--- src/rtl/vga_screen_switch_if.sv ---
// Bundle of N VGA input streams, the screen-select request and the registered
// pin-side VGA output for vga_screen_switch.
interface vga_screen_switch_if #(
    parameter int N_SCREENS = 4,
    parameter int SEL_W     = 2
);
    logic [N_SCREENS-1:0]    hs_in;
    logic [N_SCREENS-1:0]    vs_in;
    logic [N_SCREENS-1:0]    hblnk_in;
    logic [N_SCREENS-1:0]    vblnk_in;
    logic [12*N_SCREENS-1:0] rgb_in;
    logic [SEL_W-1:0]        sel_req;
    logic                    sel_valid;
    logic                    hs;
    logic                    vs;
    logic [3:0]              r;
    logic [3:0]              g;
    logic [3:0]              b;
    logic [SEL_W-1:0]        active_sel;
    logic                    busy;

    modport master (
        output hs_in, vs_in, hblnk_in, vblnk_in, rgb_in, sel_req, sel_valid,
        input  hs, vs, r, g, b, active_sel, busy
    );

    modport slave (
        input  hs_in, vs_in, hblnk_in, vblnk_in, rgb_in, sel_req, sel_valid,
        output hs, vs, r, g, b, active_sel, busy
    );
endinterface

--- src/rtl/vga_screen_switch.sv ---
// Frame-synchronous selector over N VGA streams with optional fade through black,
// followed by a 2-stage mux / scale+blank output pipeline.
module vga_screen_switch #(
    parameter int N_SCREENS = 4,
    parameter int SEL_W     = 2,
    parameter int INIT_SEL  = 0,
    parameter int FADE_EN   = 1,
    parameter int FADE_STEP = 4
) (
    input logic                pclk,
    input logic                rst,
    vga_screen_switch_if.slave bus
);
    typedef enum logic [1:0] {IDLE, FADE_OUT, FADE_IN} state_t;

    localparam logic [SEL_W:0] N_LIM = (SEL_W+1)'(N_SCREENS);
    localparam logic [4:0]     STEP  = 5'(FADE_STEP);
    localparam logic [4:0]     FULL  = 5'd16;

    state_t           state;
    logic [SEL_W-1:0] active_sel;
    logic [SEL_W-1:0] pending_sel;
    logic             pending;
    logic [4:0]       level;
    logic             vs_prev;

    logic             sel_hs, sel_vs, sel_hb, sel_vb;
    logic [11:0]      sel_rgb;

    always_comb begin
        sel_hs  = 1'b0;
        sel_vs  = 1'b0;
        sel_hb  = 1'b0;
        sel_vb  = 1'b0;
        sel_rgb = 12'h000;
        for (int i = 0; i < N_SCREENS; i++) begin
            if (active_sel == SEL_W'(i)) begin
                sel_hs  = bus.hs_in[i];
                sel_vs  = bus.vs_in[i];
                sel_hb  = bus.hblnk_in[i];
                sel_vb  = bus.vblnk_in[i];
                sel_rgb = bus.rgb_in[12*i +: 12];
            end
        end
    end

    logic       frame_edge;
    logic       req_ok;
    logic [4:0] level_dn;
    logic [5:0] level_sum;

    assign frame_edge = sel_vs & ~vs_prev;
    assign req_ok     = bus.sel_valid && ({1'b0, bus.sel_req} < N_LIM) &&
                        !(state == IDLE && bus.sel_req == active_sel);
    assign level_dn   = (level > STEP) ? level - STEP : 5'd0;
    assign level_sum  = {1'b0, level} + {1'b0, STEP};

    // Frame-edge FSM first; a request in the same cycle then overrides pending,
    // so it is served at the next edge rather than this one.
    always_ff @(posedge pclk) begin
        if (rst) begin
            state       <= IDLE;
            active_sel  <= SEL_W'(INIT_SEL);
            pending_sel <= SEL_W'(INIT_SEL);
            pending     <= 1'b0;
            level       <= FULL;
            vs_prev     <= 1'b1;
        end else begin
            vs_prev <= sel_vs;
            if (frame_edge) begin
                case (state)
                    IDLE: begin
                        if (pending) begin
                            if (FADE_EN == 0) begin
                                active_sel <= pending_sel;
                                pending    <= 1'b0;
                                vs_prev    <= 1'b1;
                            end else begin
                                level <= FULL - STEP;
                                state <= FADE_OUT;
                            end
                        end
                    end
                    FADE_OUT: begin
                        if (level == 5'd0) begin
                            active_sel <= pending_sel;
                            pending    <= 1'b0;
                            vs_prev    <= 1'b1;
                            level      <= STEP;
                            state      <= FADE_IN;
                        end else begin
                            level <= level_dn;
                        end
                    end
                    FADE_IN: begin
                        if (level_sum >= 6'd16) begin
                            level <= FULL;
                            state <= IDLE;
                        end else begin
                            level <= level_sum[4:0];
                        end
                    end
                    default: state <= IDLE;
                endcase
            end
            if (req_ok) begin
                pending     <= 1'b1;
                pending_sel <= bus.sel_req;
            end
        end
    end

    function automatic logic [3:0] scale(input logic [3:0] c, input logic [4:0] l);
        logic [7:0] p;
        p = {4'b0, c} * {3'b0, l};
        return p[7:4];
    endfunction

    logic        s1_hs, s1_vs, s1_hb, s1_vb;
    logic [11:0] s1_rgb;

    always_ff @(posedge pclk) begin
        if (rst) begin
            s1_hs  <= 1'b0;
            s1_vs  <= 1'b0;
            s1_hb  <= 1'b0;
            s1_vb  <= 1'b0;
            s1_rgb <= 12'h000;
            bus.hs <= 1'b0;
            bus.vs <= 1'b0;
            bus.r  <= 4'h0;
            bus.g  <= 4'h0;
            bus.b  <= 4'h0;
        end else begin
            s1_hs  <= sel_hs;
            s1_vs  <= sel_vs;
            s1_hb  <= sel_hb;
            s1_vb  <= sel_vb;
            s1_rgb <= sel_rgb;
            bus.hs <= s1_hs;
            bus.vs <= s1_vs;
            if (s1_hb || s1_vb) begin
                bus.r <= 4'h0;
                bus.g <= 4'h0;
                bus.b <= 4'h0;
            end else begin
                bus.r <= scale(s1_rgb[11:8], level);
                bus.g <= scale(s1_rgb[7:4], level);
                bus.b <= scale(s1_rgb[3:0], level);
            end
        end
    end

    assign bus.active_sel = active_sel;
    assign bus.busy       = (state != IDLE) | pending;
endmodule

--- src/flat_wrapper.sv ---
// flat-port wrapper written by rule: the top's interface ports become plain ports
module vga_screen_switch_flat 
#(
    parameter int N_SCREENS = 4,
    parameter int SEL_W     = 2,
    parameter int INIT_SEL  = 0,
    parameter int FADE_EN   = 1,
    parameter int FADE_STEP = 4
)
  (pclk, rst, bus_hs_in, bus_vs_in, bus_hblnk_in, bus_vblnk_in, bus_rgb_in, bus_sel_req, bus_sel_valid, bus_hs, bus_vs, bus_r, bus_g, bus_b, bus_active_sel, bus_busy);
  vga_screen_switch_if #(.N_SCREENS(N_SCREENS), .SEL_W(SEL_W)) bus_i ();
  input logic pclk;
  input logic rst;
  input wire logic [$bits(bus_i.hs_in)-1:0] bus_hs_in;
  input wire logic [$bits(bus_i.vs_in)-1:0] bus_vs_in;
  input wire logic [$bits(bus_i.hblnk_in)-1:0] bus_hblnk_in;
  input wire logic [$bits(bus_i.vblnk_in)-1:0] bus_vblnk_in;
  input wire logic [$bits(bus_i.rgb_in)-1:0] bus_rgb_in;
  input wire logic [$bits(bus_i.sel_req)-1:0] bus_sel_req;
  input wire logic [$bits(bus_i.sel_valid)-1:0] bus_sel_valid;
  output wire logic [$bits(bus_i.hs)-1:0] bus_hs;
  output wire logic [$bits(bus_i.vs)-1:0] bus_vs;
  output wire logic [$bits(bus_i.r)-1:0] bus_r;
  output wire logic [$bits(bus_i.g)-1:0] bus_g;
  output wire logic [$bits(bus_i.b)-1:0] bus_b;
  output wire logic [$bits(bus_i.active_sel)-1:0] bus_active_sel;
  output wire logic [$bits(bus_i.busy)-1:0] bus_busy;
  assign bus_i.hs_in = bus_hs_in;
  assign bus_i.vs_in = bus_vs_in;
  assign bus_i.hblnk_in = bus_hblnk_in;
  assign bus_i.vblnk_in = bus_vblnk_in;
  assign bus_i.rgb_in = bus_rgb_in;
  assign bus_i.sel_req = bus_sel_req;
  assign bus_i.sel_valid = bus_sel_valid;
  assign bus_hs = bus_i.hs;
  assign bus_vs = bus_i.vs;
  assign bus_r = bus_i.r;
  assign bus_g = bus_i.g;
  assign bus_b = bus_i.b;
  assign bus_active_sel = bus_i.active_sel;
  assign bus_busy = bus_i.busy;
  vga_screen_switch #(.N_SCREENS(N_SCREENS), .SEL_W(SEL_W), .INIT_SEL(INIT_SEL), .FADE_EN(FADE_EN), .FADE_STEP(FADE_STEP)) u_core (.pclk(pclk), .rst(rst), .bus(bus_i));
endmodule
--- config.mk ---
export PLATFORM = sky130hd
export DESIGN_NAME = vga_screen_switch_flat
export DESIGN_NICKNAME = d
export VERILOG_FILES = /design/src/rtl/vga_screen_switch_if.sv /design/src/rtl/vga_screen_switch.sv /design/src/flat_wrapper.sv
export SDC_FILE = /design/constraint.sdc
export NUM_CORES = 1
export LEC_CHECK = 0
export ABC_AREA = 1
export CAP_MARGIN = 10
export CORE_MARGIN = 1.5
export CORE_UTILIZATION = 44
export DETAILED_ROUTE_END_ITERATION = 16
export GPL_ROUTABILITY_DRIVEN = 0
export PLACE_DENSITY = 0.77
export RECOVER_POWER = 100
export SETUP_SLACK_MARGIN = 0.5
export SLEW_MARGIN = 10
export SYNTH_ARGS = -nofsm -noshare
export SYNTH_HDL_FRONTEND = slang
export SYNTH_SLANG_ARGS = --single-unit
--- constraint.sdc ---
create_clock -name pclk -period 2.5 [get_ports pclk]
set_input_delay 0.25 -clock pclk [delete_from_list [all_inputs] [get_ports pclk]]
set_output_delay 0.25 -clock pclk [all_outputs]
set_load 0.02 [all_outputs]
==> run_results.csv, run 1 <==
group,metric,value,unit
routing,dr.pass1.iters,4,
layout,layout-drive-gt1-share,14.0,%
layout,nFillCells,573,
critical_path,crit_chain,"nand2_2 -> inv_2 -> fa_1 -> inv_1 -> fa_1 -> inv_2 -> ha_4 -> nor2_4 -> nor2_4 -> nor2_2 -> nor2_2 -> nor2_1 -> nand2_1 -> nand2_1 -> nor2_1",
clock_network,cts_root_buf,"clkbuf_8",
logic_synthesis,synth_top_cell_area_share,26.7,%
critical_path,critPathSlowestCell,"fa_1",
clock_network,hold_buffers,0,
run_status,status,"finished clean",
place,dpl.cell_count,625,
routing,wl_per_cell,12.1,um
clock_network,cts_buffers,5,
pwr,ir_worst_vdd,0.249,mV
routing,via_count,3096,
routing,routed_via_density,4.79,
global_routing,grt_pass1_wl,13100,um
pwr,swShare,28.2,%
routing,drt_iter0_drc,78,
timing,whs,0.409,ns
timing,fmax,407,MHz
logic_synthesis,synthTopCellsByArea,"dfxtp_1 (27%), ha_1 (14%), nand2_1 (13%)",
die,die_w,86.6,um
timing,setup_viol,0,
layout,syn_to_final_growth,46.8,%
die,core,0.00679,mm2
global_routing,grt_max_degree,16,
routing,wl,7810,um
timing,skew,0.00770,ns
timing,finalMaxSlewViolations,0,
critical_path,cp-end-kind,"register",
pwr,clkPwrFrac,32.4,%
timing,fin_crit_sh,98.3,%
timing,slew_headroom,31.7,%
logic_synthesis,netlist_instances,440,
timing,rsz0062_at_grt,"yes",
logic_synthesis,yosysSeqAreaShare,26.7,%
global_routing,grt_pass1_vias,3102,
logic_synthesis,synth_warnings,0,
die,dieArea,0.00751,mm2
pwr,p_leak,2.35,nW
logic_synthesis,synth_ff_type,"dfxtp_1",
die,initial_core_util,45.3,%
logic_synthesis,netlist_area,0.00308,mm2
place,dp_hpwl,5840,um
pwr,combPwrFrac,26.3,%
global_routing,track_usage,21.9,%
timing,fin_crit,2.46,ns
timing,worstMarginPinSlew,1.02,ns
clock_network,htree_levels,2,
critical_path,worstPathMaxFanout,6,
die,dieHeight,86.6,um
run,drv_cap,0,
die,pin_count,86,
logic_synthesis,synthArstFlopShare,0,%
critical_path,crit_type,"register to register",
logic_synthesis,synth_edf_count,0,
clock_network,clk_pin_slew_worst_paths,0.09,ns
logic_synthesis,yosysUniqueCellTypes,30,
layout,n_antenna_cell,0,
critical_path,crit_arrival,2.66,ns
pwr,p_int,0.00123,W
clock_network,cts_tree,"done",
logic_synthesis,synth-seq-cells,41,
min_path,min-delay-path-class,"register to register",
die,num_rows,30,
clock_network,clockBufferDepth,2,
logic_synthesis,synth.most_common_cell,"nand2_1",
logic_synthesis,avgSynthCellArea,7.00,um2
place,numPortBuffers,85,
routing,final_antenna_net_count,0,
global_routing,antenna_found_initial,0,
pwr,p_sw,0.000483,W
critical_path,startpoint_type,"register",
clock_network,clock-sinks,41,
layout,final_cells,647,
logic_synthesis,synth.largest_area_cell,"dfxtp_1",
routing,drc,0,
critical_path,worstPathRequired,2.70,ns
clock_network,clock_latency,0.30,ns
pwr,power.share.sequential,41.2,%
layout,nets,665,
timing,final-hold-violation-count,0,
global_routing,grt_remaining_overflow,0,
logic_synthesis,ys_top_cells_by_count,"nand2_1 (109), inv_1 (85), nor2_1 (44)",
pwr,powerDensity,380,mW/mm2
critical_path,slowest_delay,0.52,ns
[power by group through the flow]
stage	Clock (W)	Combinational (W)	Sequential [W]
2_1_floorplan	0	0.000175	0.000738
3_3_place_gp	0	0.000363	0.000724
3_5_place_dp	0	0.000372	0.000725
4_1_cts	0.000565	0.000422	0.000708
5_1_grt	0.000582	0.000497	0.000712
6_report	0.000557	0.000452	0.000708
[timing repair]
| action | in CTS | in global routing |
|---|---|---|
| endpoints found under the setup margin | 13 | 13 |
| gates resized for setup | 36 | 23 |
| cloned | 0 | 0 |
| buffers inserted | 11 | 3 |
| pin swaps | 25 | 3 |
| hold endpoints to repair | 0 | 0 |
[metal layers]
| metal | share of wire [%] | GRT usage (%) | routed length, um |
|---|---|---|---|
| met1 | 41 | 22.7 | 3200 |
| met2 | 52 | 42.6 | 4030 |
| met3 | 5.4 | 5.33 | 421 |
| met4 | 2.0 | 7.62 | 159 |
| met5 | 0 | 0 | 0 |
[sequential cells by signal, indices dropped and copies added, names as in the netlist, 2 cells and up]
register / cells
u_core.pending_sel: 2
u_core.bus.b: 4
u_core.bus.r: 4
u_core.bus.g: 4
u_core.bus.active_sel: 2
u_core.level: 3
u_core.s1_rgb: 12
u_core.state: 2
[kinds of logic after synthesis]
family,Yosys count,share of synthesized area [%]
AND/OR/NAND/NOR,210,29.6
buffers and inverters,101,13.2
adder cells (fa/ha/maj),46,21.6
flip-flops,41,26.7
AO/OA/AOI/OAI,33,6.75
XOR/XNOR,7,1.99
other,2,0.244
[layout make-up]
type | count | area (um2) | share of cell area [%]
multi-input combinational | 308 | 2110 | 46.7
timing repair buffer | 108 | 1020 | 22.7
sequential | 41 | 830 | 18.4
inverter | 86 | 323 | 7.14
clock inverter | 3 | 45.0 | 0.997
tap | 96 | 120 | 2.66
clock buffer | 5 | 68.8 | 1.52
[critical path, delay by kind of cell, from the launching register on]
family	cells	cell delay [ns]
flops	1	0.38
simple gates	9	0.64
buf+inv	3	0.14
fa+ha+maj	3	1.18
[cells in the final DEF, fill, tap and decap left out, drive strengths merged]
cell type	synthesis	layout
nor3	13	13
fa	12	12
clkbuf	6	6
inv	86	87
nor2	46	46
o211ai	15	15
nand3	25	25
clkdlybuf4s25	0	1
clkinv	0	1
buf	9	22
o21ai	14	14
and2	1	1
xnor2	7	7
o22ai	1	1
or2	1	1
nand2	110	110
bufinv	0	1
conb	2	12
dfxtp	41	41
clkdlybuf4s50	0	67
dlygate4sd3	0	17
nand4	14	14
ha	34	34
a21oi	3	3
[per-stage QoR]
step | total power, W | area, um2 | setup slack, ns | TNS, ns | util, %
2_1_floorplan | 0.000913 | 3160 | 0.0777 | 0 | -
3_3_place_gp | 0.00109 | 4080 | 0.0356 | 0 | 60.1
3_5_place_dp | 0.00110 | 4080 | -0.0666 | -0.0842 | 60.1
4_1_cts | 0.00170 | 4420 | 0.0896 | 0 | 65.0
5_1_grt | 0.00179 | 4520 | -0.0594 | -0.0878 | 66.5
6_report | 0.00172 | 4520 | 0.0436 | 0 | 66.5
[path summary, 6_finish.rpt]
check / slack (ns) / from / depth (start not counted) / end
worst max-delay path: 0.04 / u_core.level[2] / 15 / u_core.bus.g[3]
worst min-delay path: 0.41 / u_core.s1_hs / 2 / u_core.bus.hs
worst max register to register: 0.04 / u_core.level[2] / 15 / u_core.bus.g[3]
worst min register to register: 0.41 / u_core.s1_hs / 2 / u_core.bus.hs
Power figures use the tool's default switching activity.
==> inputs of run 2 (changes only) <==
- HOLD_SLACK_MARGIN: default -> 0.15
==> results of run 2 <==
The final DEF is identical to that of run 1; final timing and power are the same.
==> inputs of run 3 (changes only) <==
- REMOVE_ABC_BUFFERS: default -> 1
- SKIP_LAST_GASP: default -> 1
==> run 3 against run 2 <==
Compared with the run above:
- global-route usage is 0.28 points higher
- sequential share of layout area is 0.16 points higher
- clock power increased by 16%
- core utilization down 0.57 points
- first-iteration DRC count grew 50%
- die area unchanged
- final cell count fell by 0.31%
- flip-flop and latch count unchanged
==> run_results.csv, run 3 (synthesis gave the netlist of run 1 again) <==
group,metric,value,unit
routing,drc,0,
timing,fmax,403,MHz
die,dieHeight,86.6,um
die,initial_core_util,45.3,%
clock_network,clock_latency,0.30,ns
place,placed_area,0.00412,mm2
place,pre_cts_slack,-0.0744,ns
die,num_rows,30,
critical_path,crit_chain,"nand2_2 -> inv_2 -> fa_1 -> inv_2 -> fa_1 -> inv_2 -> ha_4 -> nor2_4 -> nor2_2 -> nor2_1 -> nor2_1 -> nor2_1 -> nand2_1 -> nand2_1 -> nor2_1",
clock_network,clockBufferDepth,2,
routing,wl_per_cell,12.3,um
timing,skew,0.00941,ns
timing,worstMarginPinSlew,0.698,ns
clock_network,clk_pin_slew_worst_paths,0.09,ns
layout,nFillCells,582,
global_routing,grt_pass1_vias,2993,
routing,via_count,3041,
critical_path,startpoint_type,"register",
routing,dr.pass1.iters,4,
layout,finalInstanceArea,0.00448,mm2
clock_network,cts_root_buf,"clkbuf_8",
min_path,min-delay-path-class,"register to register",
run,drv_cap,0,
layout,top_register,"u_core.s1_rgb",
routing,final_antenna_net_count,0,
timing,finalMaxSlewViolations,0,
routing,routed_via_density,4.71,
layout,nets,663,
timing,final-hold-violation-count,0,
critical_path,critPathSlowestCell,"fa_1",
critical_path,crit_family,"adder cells",
pwr,ir_worst_vdd,0.256,mV
place,dpl.cell_count,632,
timing,whs,0.397,ns
die,pin_count,86,
pwr,p_leak,2.35,nW
layout,layout-drive-gt1-share,13.3,%
layout,n_antenna_cell,0,
critical_path,worstPathRequired,2.70,ns
layout,mostFrequentLayoutCells,"nand2_1 (109), inv_1 (81), clkdlybuf4s50_1 (68)",
layout,final_cells,645,
place,numPortBuffers,85,
pwr,fin_total_pwr,0.00179,W
place,dp_hpwl,5940,um
routing,wl,7910,um
timing,rsz0062_at_grt,"yes",
layout,syn_to_final_growth,45.5,%
run_status,status,"finished clean",
timing,fin_crit_sh,99.3,%
die,die_w,86.6,um
critical_path,worstPathBufferInverterCount,3,
routing,drt_iter0_drc,117,
critical_path,crit_arrival,2.68,ns
critical_path,crit_top_cell,"nor2_1",
critical_path,cp-end-kind,"register",
die,dieArea,0.00751,mm2
timing,slew_headroom,53.4,%
pwr,powerDensity,400,mW/mm2
layout,largest_reg_flops,12,
clock_network,hold_buffers,0,
critical_path,slowest_delay,0.55,ns
global_routing,antenna_found_initial,0,
timing,finalWorstSetupSlack,0.0165,ns
clock_network,cts_tree,"done",
layout,final_common_cell,"nand2_1",
clock_network,htree_levels,2,
timing,setup_viol,0,
die,core,0.00679,mm2
global_routing,grt_pass1_wl,13000,um
global_routing,track_usage,22.2,%
clock_network,cts_buffers,5,
timing,fin_crit,2.48,ns
critical_path,crit_type,"register to register",
clock_network,clock-sinks,41,
global_routing,grt_max_degree,16,
critical_path,worstPathMaxFanout,7,
global_routing,grt_remaining_overflow,0,
[run 3: area by class of cell]
class | count | area [um2] | share of cell area, %
flip-flops and latches | 41 | 830 | 18.5
clock buffers | 5 | 68.8 | 1.54
well taps | 96 | 120 | 2.68
repair buffers | 106 | 1010 | 22.5
clock inverters | 3 | 65.1 | 1.45
inverters | 86 | 323 | 7.21
multi-input cells | 308 | 2070 | 46.1
[run 3: what timing repair did]
| item | 4_1_cts | 5_1_grt |
|---|---|---|
| setup buffers | 4 | 1 |
| setup endpoints to repair | 13 | 12 |
| pin swaps | 22 | 14 |
| gates resized for setup | 28 | 24 |
[run 3: worst paths after layout]
| check | start | end | slack [ns] | cells past startpoint |
|---|---|---|---|---|
| worst max-delay path | u_core.level[2] | u_core.bus.g[3] | 0.02 | 15 |
| worst max register to register | u_core.level[2] | u_core.bus.g[3] | 0.02 | 15 |
| worst min-delay path | u_core.s1_hs | u_core.bus.hs | 0.40 | 2 |
| worst min register to register | u_core.s1_hs | u_core.bus.hs | 0.40 | 2 |
[run 3: per-stage QoR]
| stage | setup TNS (ns) | util (%) |
|---|---|---|
| after global placement | -0.00492 | 60.7 |
| after floorplan | -0.0607 | - |
| after CTS | -0.0140 | 64.9 |
| final | 0 | 65.9 |
| after global routing | -0.192 | 65.9 |
| after detailed placement | -0.204 | 60.7 |
[run 3: tightest hold or removal path, cell delays in order, from the launching register on]
cell,delay (ns)
dfxtp_1,0.30
inv_1,0.04
nor2_1,0.03
[run 3: layer usage]
metal / GRT usage, % / part of all wire, %
met3: 4.19 / 4.6
met2: 41.5 / 53
met5: 0 / 0
met1: 25.3 / 41
met4: 7.33 / 1.6
[run 3: power by group]
part	switching, W	total [W]	internal, W
clock	0.000247	0.000644	0.000397
combinational	0.000200	0.000439	0.000239
sequential	0.0000203	0.000708	0.000688
total	0.000467	0.00179	0.00132
